$ cat src/rtl/dm_arbiter_if.sv
// Two-requester data-memory bus: requester side plus shared memory port.
// The slave modport is the arbiter's view; master is the environment's.
interface dm_arbiter_if;
  logic        req0, req1;
  logic        we0, we1;
  logic [31:0] addr0, addr1;
  logic [31:0] wdata0, wdata1;
  logic [3:0]  byteen0, byteen1;
  logic        done0, done1;
  logic [31:0] rdata0, rdata1;
  logic        err0, err1;
  logic        stall0, stall1;
  logic        mem_req, mem_we;
  logic [31:0] mem_addr, mem_wdata;
  logic [3:0]  mem_byteen;
  logic        mem_ack;
  logic [31:0] mem_rdata;

  modport slave (
    input  req0, req1, we0, we1, addr0, addr1,
    input  wdata0, wdata1, byteen0, byteen1,
    output done0, done1, rdata0, rdata1,
    output err0, err1, stall0, stall1,
    output mem_req, mem_we, mem_addr, mem_wdata, mem_byteen,
    input  mem_ack, mem_rdata
  );

  modport master (
    output req0, req1, we0, we1, addr0, addr1,
    output wdata0, wdata1, byteen0, byteen1,
    input  done0, done1, rdata0, rdata1,
    input  err0, err1, stall0, stall1,
    input  mem_req, mem_we, mem_addr, mem_wdata, mem_byteen,
    output mem_ack, mem_rdata
  );
endinterface

$ cat src/rtl/dm_arbiter.sv
// Round-robin arbiter of CPU and DMA/debug onto one data-memory port.
// Optional ack timeout under DM_ARB_TIMEOUT_EN.
module dm_arbiter #(
  parameter int TIMEOUT_CYC = 16
) (
  input logic       clk,
  input logic       reset,
  dm_arbiter_if.slave bus
);
  typedef enum logic [1:0] {IDLE, GNT0, GNT1} state_t;

  state_t      state_q, state_d;
  logic        ptr_q, ptr_vld_q;
  logic        we_q;
  logic [31:0] addr_q, wdata_q;
  logic [3:0]  be_q;
  logic        done0_q, done1_q, err0_q, err1_q;
  logic [31:0] rdata0_q, rdata1_q;
  logic        r0, r1, pick1, busy, fin, tmo;
  logic [31:0] rd_val;

  // a requester is deaf in its own done cycle
  assign r0    = bus.req0 & ~done0_q;
  assign r1    = bus.req1 & ~done1_q;
  assign pick1 = r1 & (~r0 | (ptr_vld_q & ~ptr_q));
  assign busy  = (state_q != IDLE);
  assign fin   = busy & (bus.mem_ack | tmo);
  assign rd_val = (we_q | tmo) ? 32'h0 : bus.mem_rdata;

`ifdef DM_ARB_TIMEOUT_EN
  localparam int CW = $clog2(TIMEOUT_CYC + 1);
  logic [CW-1:0] cnt_q;

  assign tmo = busy & ~bus.mem_ack &
               (cnt_q == CW'(TIMEOUT_CYC - 1));

  always_ff @(posedge clk or posedge reset) begin
    if (reset)
      cnt_q <= '0;
    else if (!busy || fin)
      cnt_q <= '0;
    else
      cnt_q <= cnt_q + 1'b1;
  end
`else
  // never times out; parameter kept referenced for a clean lint
  assign tmo = 1'b0 & (TIMEOUT_CYC == 0);
`endif

  always_comb begin
    state_d = state_q;
    unique case (state_q)
      IDLE:       if (r0 | r1) state_d = pick1 ? GNT1 : GNT0;
      GNT0, GNT1: if (fin) state_d = IDLE;
      default:    state_d = IDLE;
    endcase
  end

  always_ff @(posedge clk or posedge reset) begin
    if (reset) begin
      state_q   <= IDLE;
      ptr_q     <= 1'b0;
      ptr_vld_q <= 1'b0;
      we_q      <= 1'b0;
      addr_q    <= '0;
      wdata_q   <= '0;
      be_q      <= '0;
      done0_q   <= 1'b0;
      done1_q   <= 1'b0;
      err0_q    <= 1'b0;
      err1_q    <= 1'b0;
      rdata0_q  <= '0;
      rdata1_q  <= '0;
    end else begin
      state_q <= state_d;
      done0_q <= fin & (state_q == GNT0);
      done1_q <= fin & (state_q == GNT1);
      if (!busy && (r0 | r1)) begin
        we_q    <= pick1 ? bus.we1     : bus.we0;
        addr_q  <= pick1 ? bus.addr1   : bus.addr0;
        wdata_q <= pick1 ? bus.wdata1  : bus.wdata0;
        be_q    <= pick1 ? bus.byteen1 : bus.byteen0;
      end
      if (fin) begin
        ptr_q     <= (state_q == GNT1);
        ptr_vld_q <= 1'b1;
      end
      if (fin && state_q == GNT0) begin
        err0_q   <= tmo;
        rdata0_q <= rd_val;
      end
      if (fin && state_q == GNT1) begin
        err1_q   <= tmo;
        rdata1_q <= rd_val;
      end
    end
  end

  assign bus.mem_req    = busy;
  assign bus.mem_we     = busy & we_q;
  assign bus.mem_addr   = addr_q;
  assign bus.mem_wdata  = busy ? wdata_q : 32'h0;
  assign bus.mem_byteen = we_q ? be_q : 4'b0000;
  assign bus.done0      = done0_q;
  assign bus.done1      = done1_q;
  assign bus.rdata0     = rdata0_q;
  assign bus.rdata1     = rdata1_q;
  assign bus.err0       = err0_q;
  assign bus.err1       = err1_q;
  assign bus.stall0     = bus.req0 & ~done0_q;
  assign bus.stall1     = bus.req1 & ~done1_q;
endmodule

$ cat src/flat_wrapper.sv
// flat-port wrapper written by rule: the top's interface ports become plain ports
module dm_arbiter_flat 
#(
  parameter int TIMEOUT_CYC = 16
)
  (clk, reset, bus_req0, bus_req1, bus_we0, bus_we1, bus_addr0, bus_addr1, bus_wdata0, bus_wdata1, bus_byteen0, bus_byteen1, bus_done0, bus_done1, bus_rdata0, bus_rdata1, bus_err0, bus_err1, bus_stall0, bus_stall1, bus_mem_req, bus_mem_we, bus_mem_addr, bus_mem_wdata, bus_mem_byteen, bus_mem_ack, bus_mem_rdata);
  dm_arbiter_if bus_i ();
  input logic clk;
  input logic reset;
  input wire logic [$bits(bus_i.req0)-1:0] bus_req0;
  input wire logic [$bits(bus_i.req1)-1:0] bus_req1;
  input wire logic [$bits(bus_i.we0)-1:0] bus_we0;
  input wire logic [$bits(bus_i.we1)-1:0] bus_we1;
  input wire logic [$bits(bus_i.addr0)-1:0] bus_addr0;
  input wire logic [$bits(bus_i.addr1)-1:0] bus_addr1;
  input wire logic [$bits(bus_i.wdata0)-1:0] bus_wdata0;
  input wire logic [$bits(bus_i.wdata1)-1:0] bus_wdata1;
  input wire logic [$bits(bus_i.byteen0)-1:0] bus_byteen0;
  input wire logic [$bits(bus_i.byteen1)-1:0] bus_byteen1;
  output wire logic [$bits(bus_i.done0)-1:0] bus_done0;
  output wire logic [$bits(bus_i.done1)-1:0] bus_done1;
  output wire logic [$bits(bus_i.rdata0)-1:0] bus_rdata0;
  output wire logic [$bits(bus_i.rdata1)-1:0] bus_rdata1;
  output wire logic [$bits(bus_i.err0)-1:0] bus_err0;
  output wire logic [$bits(bus_i.err1)-1:0] bus_err1;
  output wire logic [$bits(bus_i.stall0)-1:0] bus_stall0;
  output wire logic [$bits(bus_i.stall1)-1:0] bus_stall1;
  output wire logic [$bits(bus_i.mem_req)-1:0] bus_mem_req;
  output wire logic [$bits(bus_i.mem_we)-1:0] bus_mem_we;
  output wire logic [$bits(bus_i.mem_addr)-1:0] bus_mem_addr;
  output wire logic [$bits(bus_i.mem_wdata)-1:0] bus_mem_wdata;
  output wire logic [$bits(bus_i.mem_byteen)-1:0] bus_mem_byteen;
  input wire logic [$bits(bus_i.mem_ack)-1:0] bus_mem_ack;
  input wire logic [$bits(bus_i.mem_rdata)-1:0] bus_mem_rdata;
  assign bus_i.req0 = bus_req0;
  assign bus_i.req1 = bus_req1;
  assign bus_i.we0 = bus_we0;
  assign bus_i.we1 = bus_we1;
  assign bus_i.addr0 = bus_addr0;
  assign bus_i.addr1 = bus_addr1;
  assign bus_i.wdata0 = bus_wdata0;
  assign bus_i.wdata1 = bus_wdata1;
  assign bus_i.byteen0 = bus_byteen0;
  assign bus_i.byteen1 = bus_byteen1;
  assign bus_done0 = bus_i.done0;
  assign bus_done1 = bus_i.done1;
  assign bus_rdata0 = bus_i.rdata0;
  assign bus_rdata1 = bus_i.rdata1;
  assign bus_err0 = bus_i.err0;
  assign bus_err1 = bus_i.err1;
  assign bus_stall0 = bus_i.stall0;
  assign bus_stall1 = bus_i.stall1;
  assign bus_mem_req = bus_i.mem_req;
  assign bus_mem_we = bus_i.mem_we;
  assign bus_mem_addr = bus_i.mem_addr;
  assign bus_mem_wdata = bus_i.mem_wdata;
  assign bus_mem_byteen = bus_i.mem_byteen;
  assign bus_i.mem_ack = bus_mem_ack;
  assign bus_i.mem_rdata = bus_mem_rdata;
  dm_arbiter #(.TIMEOUT_CYC(TIMEOUT_CYC)) u_core (.clk(clk), .reset(reset), .bus(bus_i));
endmodule
$ cat config.mk
export PLATFORM = sky130hd
export DESIGN_NAME = dm_arbiter_flat
export DESIGN_NICKNAME = d
export VERILOG_FILES = /design/src/rtl/dm_arbiter_if.sv /design/src/rtl/dm_arbiter.sv /design/src/flat_wrapper.sv
export SDC_FILE = /design/constraint.sdc
export NUM_CORES = 1
export LEC_CHECK = 0
export BUFFER_PORTS_ARGS = -buffer_cell sky130_fd_sc_hd__buf_2
export CAP_MARGIN = 15
export CORE_ASPECT_RATIO = 1.25
export CORE_MARGIN = 5
export CORE_UTILIZATION = 35
export CTS_CLUSTER_DIAMETER = 50
export DETAILED_ROUTE_END_ITERATION = 16
export SETUP_SLACK_MARGIN = 0.15
export SYNTH_ARGS = -nofsm -noshare
export SYNTH_HDL_FRONTEND = slang
export SYNTH_SLANG_ARGS = --single-unit
$ cat constraint.sdc
create_clock -name clk -period 6.6 [get_ports clk]
set_input_delay 0.66 -clock clk [delete_from_list [all_inputs] [get_ports clk]]
set_output_delay 0.66 -clock clk [all_outputs]
set_load 0.02 [all_outputs]
# --- Word-level counts from Yosys, hierarchy flattened ---
# Cells that the tools add are included.
totals:
  ff_bits: 139
  wordCells: 48
  out_inout_bits: 140
classes:
  eq_ne: 4
  bitwise_logic: 14
  n_mux: 11
  n_reduce_logical: 8
ops:
  columns: ["cell", "n"]
  rows:
  - ["two-way mux 32 bit", 4]
  - ["bitwise AND 1 bit", 8]
  - ["two-way mux 4 bit", 2]
  - ["two-way mux 2 bit", 3]
  - ["!= test 2 x 1 -> 1 bit, second input constant", 2]
  - ["inverter 1 bit", 4]
  - ["case mux 2 bit (2 select lines)", 1]
  - ["logical AND 1 bit", 3]
  - ["equality test 2 x 1 -> 1 bit, second input constant", 1]
  - ["equality test 2 bit, second input constant", 1]
  - ["logical NOT 2 bit", 1]
  - ["OR 1 bit", 2]
  - ["AND reduction 2 bit", 1]
  - ["nonzero test 2 bit", 1]
  - ["OR reduction 2 bit", 1]
  - ["logical NOT 1 bit", 1]
  - ["two-way mux 1 bit", 1]

# --- Longest topological paths before layout ---
# Gate-level depths: netlist (run 1).
logic_depth:
  ltp_word: 8
  ltp_mapped: 8
  ltp_nobuf: 6

# --- Worst setup path after synthesis (run 1) ---
# OpenSTA, ideal clock, no wires.
synth_timing:
  kind: "register -> output"
  start: "reg u_core.state_q[0]"
  end: "out bus_mem_wdata[10]"
  stages_incl_launch_ff: 5
  slack_ns: 4.707
  required_time_ns: 5.940
  n_path_buf: 1
  arrival_time_ns: 1.233
  cell_sequence: "dfrtp_1 -> inv_1 -> ha_1 -> clkbuf_1 -> nor2b_1"
synth_via:
  elab_chain_len: 2
synth_rtl:
  columns: ["element", "line_no", "rtl"]
  rows:
  - ["from (decl)", "dm_arbiter.sv:12", "state_t state_q, state_d;"]
  - ["from (signal assigned)", "dm_arbiter.sv:75", "state_q <= state_d;"]
  - ["nonzero test 2 bit", "dm_arbiter.sv:26", "assign busy = (state_q != IDLE);"]
  - ["two-way mux 32 bit", "dm_arbiter.sv:102", "assign bus.mem_wdata = busy ? wdata_q : 32'h0;"]
  - ["to (decl)", "flat_wrapper.sv:31", "output wire logic [$bits(bus_i.mem_wdata)-1:0] bus_mem_wdata;"]
# Every way passes these cells.

# --- Worst setup path after layout (run 1) ---
layout_timing:
  start: "reg u_core.state_q[0]"
  end: "reg u_core.be_q[3]"
layout_via:
  elab_chain_len: 3
layout_rtl:
  columns: ["element", "line_no", "rtl"]
  rows:
  - ["nonzero test 2 bit", "dm_arbiter.sv:26", null]
  - ["logical NOT 1 bit", "dm_arbiter.sv:78", "if (!busy && (r0 | r1)) begin"]
  - ["logical AND 1 bit", "dm_arbiter.sv:78", null]
  - ["to (signal assigned)", "dm_arbiter.sv:82", "be_q <= pick1 ? bus.byteen1 : bus.byteen0;"]
  - ["to (decl)", "dm_arbiter.sv:16", "logic [3:0] be_q;"]
# Every way passes these cells.
# A chain may end at the register's enable or synchronous reset.

==> flow_summary_export.csv, run 1 <==
group,metric,value,unit
yosys,synthesized_instance_count,696,
power_and_ir_drop,sw_frac_of_total,41.9,%
layout,area_growth,36.3,%
detailed_routing,drt_first_pass_iters,4,
sta,finalHoldViolations,0,
yosys,yosys_register_bits,139,
clock_network,insertion_delay,0.41,ns
layout,num-nets-final,1160,
power_and_ir_drop,power.leakage,4.36,nW
layout,drive_above_1_share,36.4,%
clock_network,cts_repair_resize_count,0,
yosys,synth_warnings,0,
yosys,fraction_of_the_mapped_netlist_area_in_compound_gates,13.1,%
power_and_ir_drop,switchingPower,1.85,mW
clock_network,cts.reportedPaths.clkPinSlew,0.06,ns
yosys,synth_xor_xnor_area_share,0,%
critical_path,timing.reg2reg.setup_slack,4.02,ns
detailed_routing,post_drt_wl_per_cell,15.9,µm
grt,grt_antenna_before_repair,2,
outcome,status,"completed",
clock_network,clock_sink_count,139,
layout,most-common-layout-cells,"buf_2, nand2_1, dfrtp_1, nor2_1, a31oi_1",
yosys,synth_area_per_cell,8.92,µm²
critical_path,worst-path-max-fanout,114,
layout,most_common_library_cell_in_the_layout_ignoring_fill_and_taps,"buf_2",
critical_path,ff2ff_path_depth,6,
layout,multiInputGateArea,2400,µm²
floorplan,core.rowCount,54,
critical_path,crit_required,6.82,ns
critical_path,worstSetupEndpointType,"register",
critical_path,setup.worst_path.class,"register to register",
sta,transition_at_the_pin_with_the_smallest_max_transition_slack,1.06,ns
yosys,synth.mux.area_fraction,0,%
power_and_ir_drop,seq_power_share,32.4,%
clock_network,post-cts-setup-buffer-count,0,
power_and_ir_drop,p_clk_share,23.8,%
clock_network,number_of_buffers_inserted_for_hold_repair_after_clock_tree_synthesis,0,
placement,dp.final_hpwl,14000,µm
power_and_ir_drop,p_int,2.57,mW
sta,timing.final.crit_share,39.1,%
grt,grt_pass1_vias,5567,
critical_path,r2r_end,"u_core.be_q[3]",
placement,dp_slack,3.88,ns
yosys,synth_simple_gate_area_share,24.3,%
placement,buffer_ports.inserted,312,
critical_path,cp-startpoint,"u_core.state_q[0]",
sta,worst_clock_skew,0.00732,ns
floorplan,fp.dieH,159,µm
grt,track_usage,18.6,%
clock_network,cts_htree_levels,4,
sta,postLayoutSetupSlackWorst,4.02,ns
critical_path,cp-start-kind,"register",
detailed_routing,route.vias.total,5609,
detailed_routing,drt_first_iter_violations,280,
clock_network,cts_buffers,17,
yosys,synth_cell_types,27,
critical_path,crit-reg2reg-launch,"u_core.state_q[0]",
placement,place_congestion,0.833,
floorplan,floorplan.initialDensity,35.6,%
sta,final_max_slew_viol_count,0,
floorplan,coreArea,17400,µm²
layout,layout.area.seq,3480,µm²
power_and_ir_drop,vdd_drop_max,0.000193,V
grt,grt_pass1_wl,30200,µm
power_and_ir_drop,power_density,522,nW/µm²
run,maxCapViolCount,0,
detailed_routing,drt_wl_total,19400,µm
detailed_routing,drt.antenna.violating_nets,0,
floorplan,die-area,20500,µm²
sta,rsz0062_at_grt,"false",
floorplan,floorplan.die.width,129,µm
sta,max_clock_freq,388,MHz
yosys,synth-adder-area-share,0.806,%
clock_network,clock-root-buffer,"clkbuf_16",
worst_hold_path,worstHoldPathType,"primary input to asynchronous set/reset pin",
yosys,synth_seq_area_share,56.0,%
sta,max-slew-margin-rel,29.6,%
power_and_ir_drop,pwr-share-comb,43.8,%
sta,timing.final.setup_violations,0,
grt,leftover_overflow_at_the_end_of_global_routing,0,
floorplan,number_of_top_level_pins,315,
grt,grt_max_degree,115,
sta,fin_tns_setup,0,ns
clock_network,cts_tree,"done",
detailed_routing,drc,0,
critical_path,worst-endpoint-arrival,2.80,ns
detailed_routing,drt-vias-per-instance,4.60,
layout,fill_cells,1764,
clock_network,cts.path.max_buffers,2,
critical_path,cp-endpoint,"u_core.be_q[3]",
layout,fin_util,48.5,%
yosys,synth_top_family_by_area,"simple AND/OR/NAND/NOR gates",
yosys,synthesis.area,6210,µm²
sta,final.min_clock_period,2.58,ns
worst max-delay path: stages, from the launching register on:
cell     delay, ns
dfrtp_1       0.38
inv_1         0.12
ha_1          0.20
inv_2         0.06
a21oi_4       0.46
buf_4         0.88
a31oi_1       0.20
registers in the layout, summed over array words and instances, names as in the netlist:
name	cells
u_core.bus.done0	1
u_core.wdata_q	32
u_core.ptr_q	1
u_core.be_q	4
u_core.bus.mem_addr	32
u_core.ptr_vld_q	1
u_core.we_q	1
u_core.state_q	2
u_core.bus.rdata1	32
u_core.bus.done1	1
u_core.bus.rdata0	32
per-stage QoR:
stage | hold WS, ns | power, mW | instances | instance area [µm²]
3_5_place_dp | 0.446 | 3.42 | 1186 | 7810
4_1_cts | 0.377 | 4.49 | 1218 | 8460
5_1_grt | 0.400 | 4.73 | 1219 | 8460
6_report | 0.365 | 4.42 | 1219 | 8460
2_1_floorplan | 0.431 | 2.76 | 697 | 6210
3_3_place_gp | 0.453 | 3.39 | 1186 | 7810
kinds of logic after synthesis:
group	count (synthesis)
flops	139
other cells	1
buf+inv	63
fa+ha+maj	4
simple gates	348
compound gates	141
power groups by stage:
stage	sequential [mW]	combinational [mW]	clock, mW
2_1_floorplan	1.75	1.01	0
3_3_place_gp	1.44	1.96	0
3_5_place_dp	1.45	1.97	0
4_1_cts	1.44	1.97	1.08
5_1_grt	1.48	2.13	1.11
6_report	1.43	1.93	1.05
cells in the mapped netlist:
library cell	instances	area, µm²
inv_2	2	7.51
a32oi_1	1	8.76
inv_1	8	30.0
nor2_1	69	259
a31oi_1	69	432
clkbuf_1	9	33.8
o21ai_2	1	8.76
o21a_1	1	7.51
nand2b_4	2	27.5
nand2_1	205	769
nor2b_2	1	8.76
or2_2	1	6.26
buf_4	7	52.6
conb_1	1	3.75
and2_1	4	25.0
dfrtp_1	139	3480
a21o_1	1	7.51
buf_2	29	145
a21oi_2	1	8.76
ha_1	4	50.1
a311oi_1	1	8.76
nand2b_1	32	200
o21ai_0	65	325
nor2b_1	34	213
o2bb2ai_1	1	8.76
clkbuf_2	1	5.00
buf_6	7	78.8
area by class of cell:
cell class / instances / share of cell area, %
Sequential cell: 139 / 41.1
Multi-Input combinational cell: 495 / 28.4
Timing Repair Buffer: 318 / 19.0
Clock buffer: 17 / 5.03
Tap cell: 224 / 3.31
Clock inverter: 15 / 2.63
Inverter: 10 / 0.503
Antenna cell: 1 / 0.0296
how the worst min path moves through the flow:
stage                                start                 endpoint  slack, ns  cells after the start
after floorplan           u_core.ptr_vld_q         u_core.ptr_vld_q       0.43                      1
after global placement    u_core.ptr_vld_q         u_core.ptr_vld_q       0.45                      1
after detailed placement  u_core.ptr_vld_q         u_core.ptr_vld_q       0.45                      1
after CTS                            reset     u_core.bus.rdata0[4]       0.38                      2
after global routing                 reset     u_core.bus.rdata0[4]       0.40                      2
final                                reset  u_core.bus.mem_addr[26]       0.36                      2
layer usage:
layer | GRT usage, % | vias to the layer above | share of wire [%]
li1 | - | 2838 | -
met1 | 22.8 | 2532 | 41
met2 | 30.4 | 213 | 48
met3 | 6.75 | 24 | 9.3
met4 | 5.73 | 2 | 2.0
met5 | 0 | - | 0.036
No activity file was read; power rests on OpenSTA's default activity.
==> inputs of run 2 (changes only) <==
--- a/config.mk
+++ b/config.mk
@@ -5,6 +5,7 @@
 export SDC_FILE = /design/constraint.sdc
 export NUM_CORES = 1
 export LEC_CHECK = 0
+export ABC_AREA = 1
 export BUFFER_PORTS_ARGS = -buffer_cell sky130_fd_sc_hd__buf_2
 export CAP_MARGIN = 15
 export CORE_ASPECT_RATIO = 1.25
==> constraint.sdc (replaced) <==
create_clock -name clk -period 2.24 [get_ports clk]
set_input_delay 0.224 -clock clk [delete_from_list [all_inputs] [get_ports clk]]
set_output_delay 0.224 -clock clk [all_outputs]
set_load 0.02 [all_outputs]
==> run 2 against run 1 <==
Against the previous run:
- first-iteration DRC count is 3.2% lower
- critical path depth is 1 lower
- sequential power grew to 3.1 times the previous value
- synthesized area is 17% higher
- clock power grew to 2.8 times the previous value
- sequential share of layout area is 5.4 points lower
- worst setup slack worse by 3.8 ns
- total power grew to 3.1 times the previous value
- global-route usage is 0.64 points higher
- critical endpoint is now bus_mem_wdata[19]
- largest cell class unchanged
- largest power group unchanged
==> flow_summary_export.csv, run 2 <==
group,metric,value,unit
outcome,status,"completed",
floorplan,core.rowCount,58,
clock_network,insertion_delay,0.42,ns
critical_path,crit-reg2reg-launch,"u_core.state_q[0]",
critical_path,cp-start-kind,"register",
power_and_ir_drop,seq_power_share,31.9,%
sta,rsz0062_at_grt,"false",
placement,dp.final_hpwl,16200,µm
layout,most_common_library_cell_in_the_layout_ignoring_fill_and_taps,"nand2_1",
sta,fin_tns_setup,0,ns
layout,fill_cells,2119,
yosys,synth_seq_area_share,48.0,%
critical_path,critical-path-top-delay-family,"buffers and inverters",
yosys,synthesized_instance_count,1054,
detailed_routing,drt_first_pass_iters,4,
clock_network,post-cts-setup-buffer-count,0,
sta,timing.final.crit_share,89.4,%
sta,timing.final.setup_violations,0,
clock_network,clock-root-buffer,"clkbuf_16",
power_and_ir_drop,p_clk_share,21.5,%
yosys,synth_area_per_cell,6.87,µm²
critical_path,crit_required,2.02,ns
yosys,synthesis.area,7240,µm²
layout,most-common-layout-cells,"nand2_1, buf_2, inv_1, nand3_1, dfrtp_1",
detailed_routing,drt.antenna.violating_nets,0,
floorplan,floorplan.die.width,139,µm
worst_hold_path,worst_hold_startpoint,"bus_addr0[3]",
critical_path,crit_slowest_cell,"dfrtp_1",
sta,final_max_slew_viol_count,0,
layout,num-nets-final,1522,
power_and_ir_drop,p_total,13.7,mW
detailed_routing,post_drt_wl_per_cell,14.3,µm
power_and_ir_drop,vdd_drop_max,0.000493,V
grt,grt_antenna_before_repair,1,
grt,grt_pass1_vias,7097,
critical_path,cp-startpoint,"u_core.state_q[0]",
grt,grt_pass1_wl,36800,µm
sta,transition_at_the_pin_with_the_smallest_max_transition_slack,0.642,ns
power_and_ir_drop,pwr-share-comb,46.5,%
power_and_ir_drop,power_density,1410,nW/µm²
clock_network,cts_buffers,17,
layout,layout.area.seq,3480,µm²
grt,track_usage,19.2,%
power_and_ir_drop,p_int,7.61,mW
yosys,share_of_the_synthesized_area_in_the_top_cell_type,48.0,%
sta,finalHoldViolations,0,
detailed_routing,drt_first_iter_violations,271,
run,maxCapViolCount,0,
power_and_ir_drop,switchingPower,6.10,mW
clock_network,cts_htree_levels,4,
yosys,post_synth_edffs,0,
floorplan,number_of_top_level_pins,315,
yosys,synth_cell_types,18,
detailed_routing,route.vias.total,7219,
sta,worst_clock_skew,0.0155,ns
critical_path,critical-path-max-stage-delay,0.37,ns
detailed_routing,drc,0,
layout,multiInputGateArea,2660,µm²
critical_path,worstSetupEndpointType,"output pin",
yosys,synth.most_common_cell,"nand2_1",
layout,drive_above_1_share,27.1,%
critical_path,setup.worst_path.class,"register to output pin",
detailed_routing,drt-vias-per-instance,4.44,
floorplan,fp.dieH,171,µm
yosys,yosys.area.top_type,"dfrtp_1",
floorplan,coreArea,20200,µm²
detailed_routing,drt_wl_total,23200,µm
clock_network,clock_sink_count,139,
sta,max-slew-margin-rel,57.1,%
grt,grt_max_degree,72,
critical_path,worst-path-max-fanout,35,
placement,place_congestion,0.803,
clock_network,cts.path.max_buffers,2,
yosys,yosys_register_bits,139,
yosys,ys_top_cells_by_area,"dfrtp_1, nand2_1, inv_1, nand3_1, nor2_1",
yosys,synth-main-ff-cell,"dfrtp_1",
placement,buffer_ports.inserted,312,
layout,final_cell_area,9730,µm²
power_and_ir_drop,sw_frac_of_total,44.5,%
placement,postPlaceCellArea,9060,µm²
floorplan,floorplan.initialDensity,35.8,%
clock_network,cts.reportedPaths.clkPinSlew,0.06,ns
worst_hold_path,worstHoldPathType,"primary input to register",
grt,leftover_overflow_at_the_end_of_global_routing,0,
sta,hold_ws,0.0928,ns
yosys,synth_warnings,0,
yosys,synth_top_cells_by_count,"nand2_1, inv_1, nand3_1",
power_and_ir_drop,power.leakage,6.24,nW
critical_path,crit_buf_inv,3,
layout,final-instance-count-excl-fill,1627,
placement,place.detailed.instances,1592,
sta,final.min_clock_period,2.00,ns
sta,max_clock_freq,499,MHz
floorplan,die-area,23700,µm²
critical_path,worst-endpoint-arrival,1.78,ns
critical_path,critical_path.cell_chain,"inv_1 -> ha_1 -> buf_6 -> nor2_1 -> buf_2",
clock_network,cts_tree,"done",
layout,area_growth,34.4,%
yosys,synth_async_sr_flop_share,100,%
-- run 2: cell types whose count changed after synthesis, sizes merged, moves of 14 or more --
cell,delta
nand2b,-34
nand2,+180
clkbuf,+14
o21ai,-32
nand3,+140
a31oi,-69
nor2b,-35
inv,+212
-- run 2: final timing paths --
check / end / slack [ns] / cells after the start
max in group asynchronous: u_core.bus.mem_addr[24] / 1.42 / 4
worst min-delay path: u_core.bus.mem_addr[3] / 0.09 / 5
worst min register to register: u_core.bus.rdata1[5] / 0.46 / 2
min in group asynchronous: u_core.bus.mem_addr[12] / 0.48 / 4
worst max register to register: u_core.bus.rdata1[21] / 0.41 / 8
worst max-delay path: bus_mem_wdata[19] / 0.24 / 5
-- run 2: kinds of logic (layout without fill, tap and decap cells) --
family	after synthesis	in the layout	synth area share [%]
buffers and inverters	282	583	15.3
DFF	139	139	48.0
and+or+nand+nor	593	593	33.4
other	1	3	0.0518
adders and majority gates	4	4	0.691
AOI/OAI and AO/OA	35	35	2.57
-- run 2: area by class of cell --
class	count	share of cell area, %
clock inverters	11	1.72
multi-input cells	634	27.4
diodes	1	0.0257
well taps	270	3.47
flip-flops and latches	139	35.7
repair buffers	329	18.4
clock buffers	21	4.63
inverters	222	8.60
-- run 2: power by group through the flow --
stage               sequential, mW  combinational (mW)  clock (mW)
floorplan                     5.36                3.10           0
global placement              4.40                6.38           0
detailed placement            4.39                6.49           0
CTS                           4.38                6.50        3.03
global route                  4.52                7.11        3.13
finish                        4.37                6.38        2.95
-- run 2: metrics by stage --
| stage | utilization, % | setup slack [ns] |
|---|---|---|
| after floorplan | - | 0.281 |
| after global placement | 44.8 | 0.478 |
| after detailed placement | 44.8 | 0.416 |
| after CTS | 47.9 | 0.200 |
| after global routing | 48.1 | 0.164 |
| final | 48.1 | 0.237 |
-- run 2: what timing repair did --
item                                   in CTS  in global routing
endpoints found under the hold margin     139                  0
setup endpoints to repair                   2                  1
hold buffers                                1                  0
gates cloned                                0                  1
resized for setup                           1                  1
-- run 2: worst reg2reg max path, stage by stage (launching register included) --
cell     delay [ns]
dfrtp_1        0.39
inv_1          0.11
ha_1           0.22
inv_2          0.07
nand2_2        0.23
nor2_4         0.05
inv_2          0.48
nand2_1        0.13
nand2_1        0.08
-- run 2: layer usage --
metal  vias up  wire [µm]  global-route usage [%]
met4         2        371                    5.87
met2       296      11200                    32.6
met1      3234       9860                    24.1
met5         -         20                       0
li1       3662          -                       -
met3        25       1750                    5.20
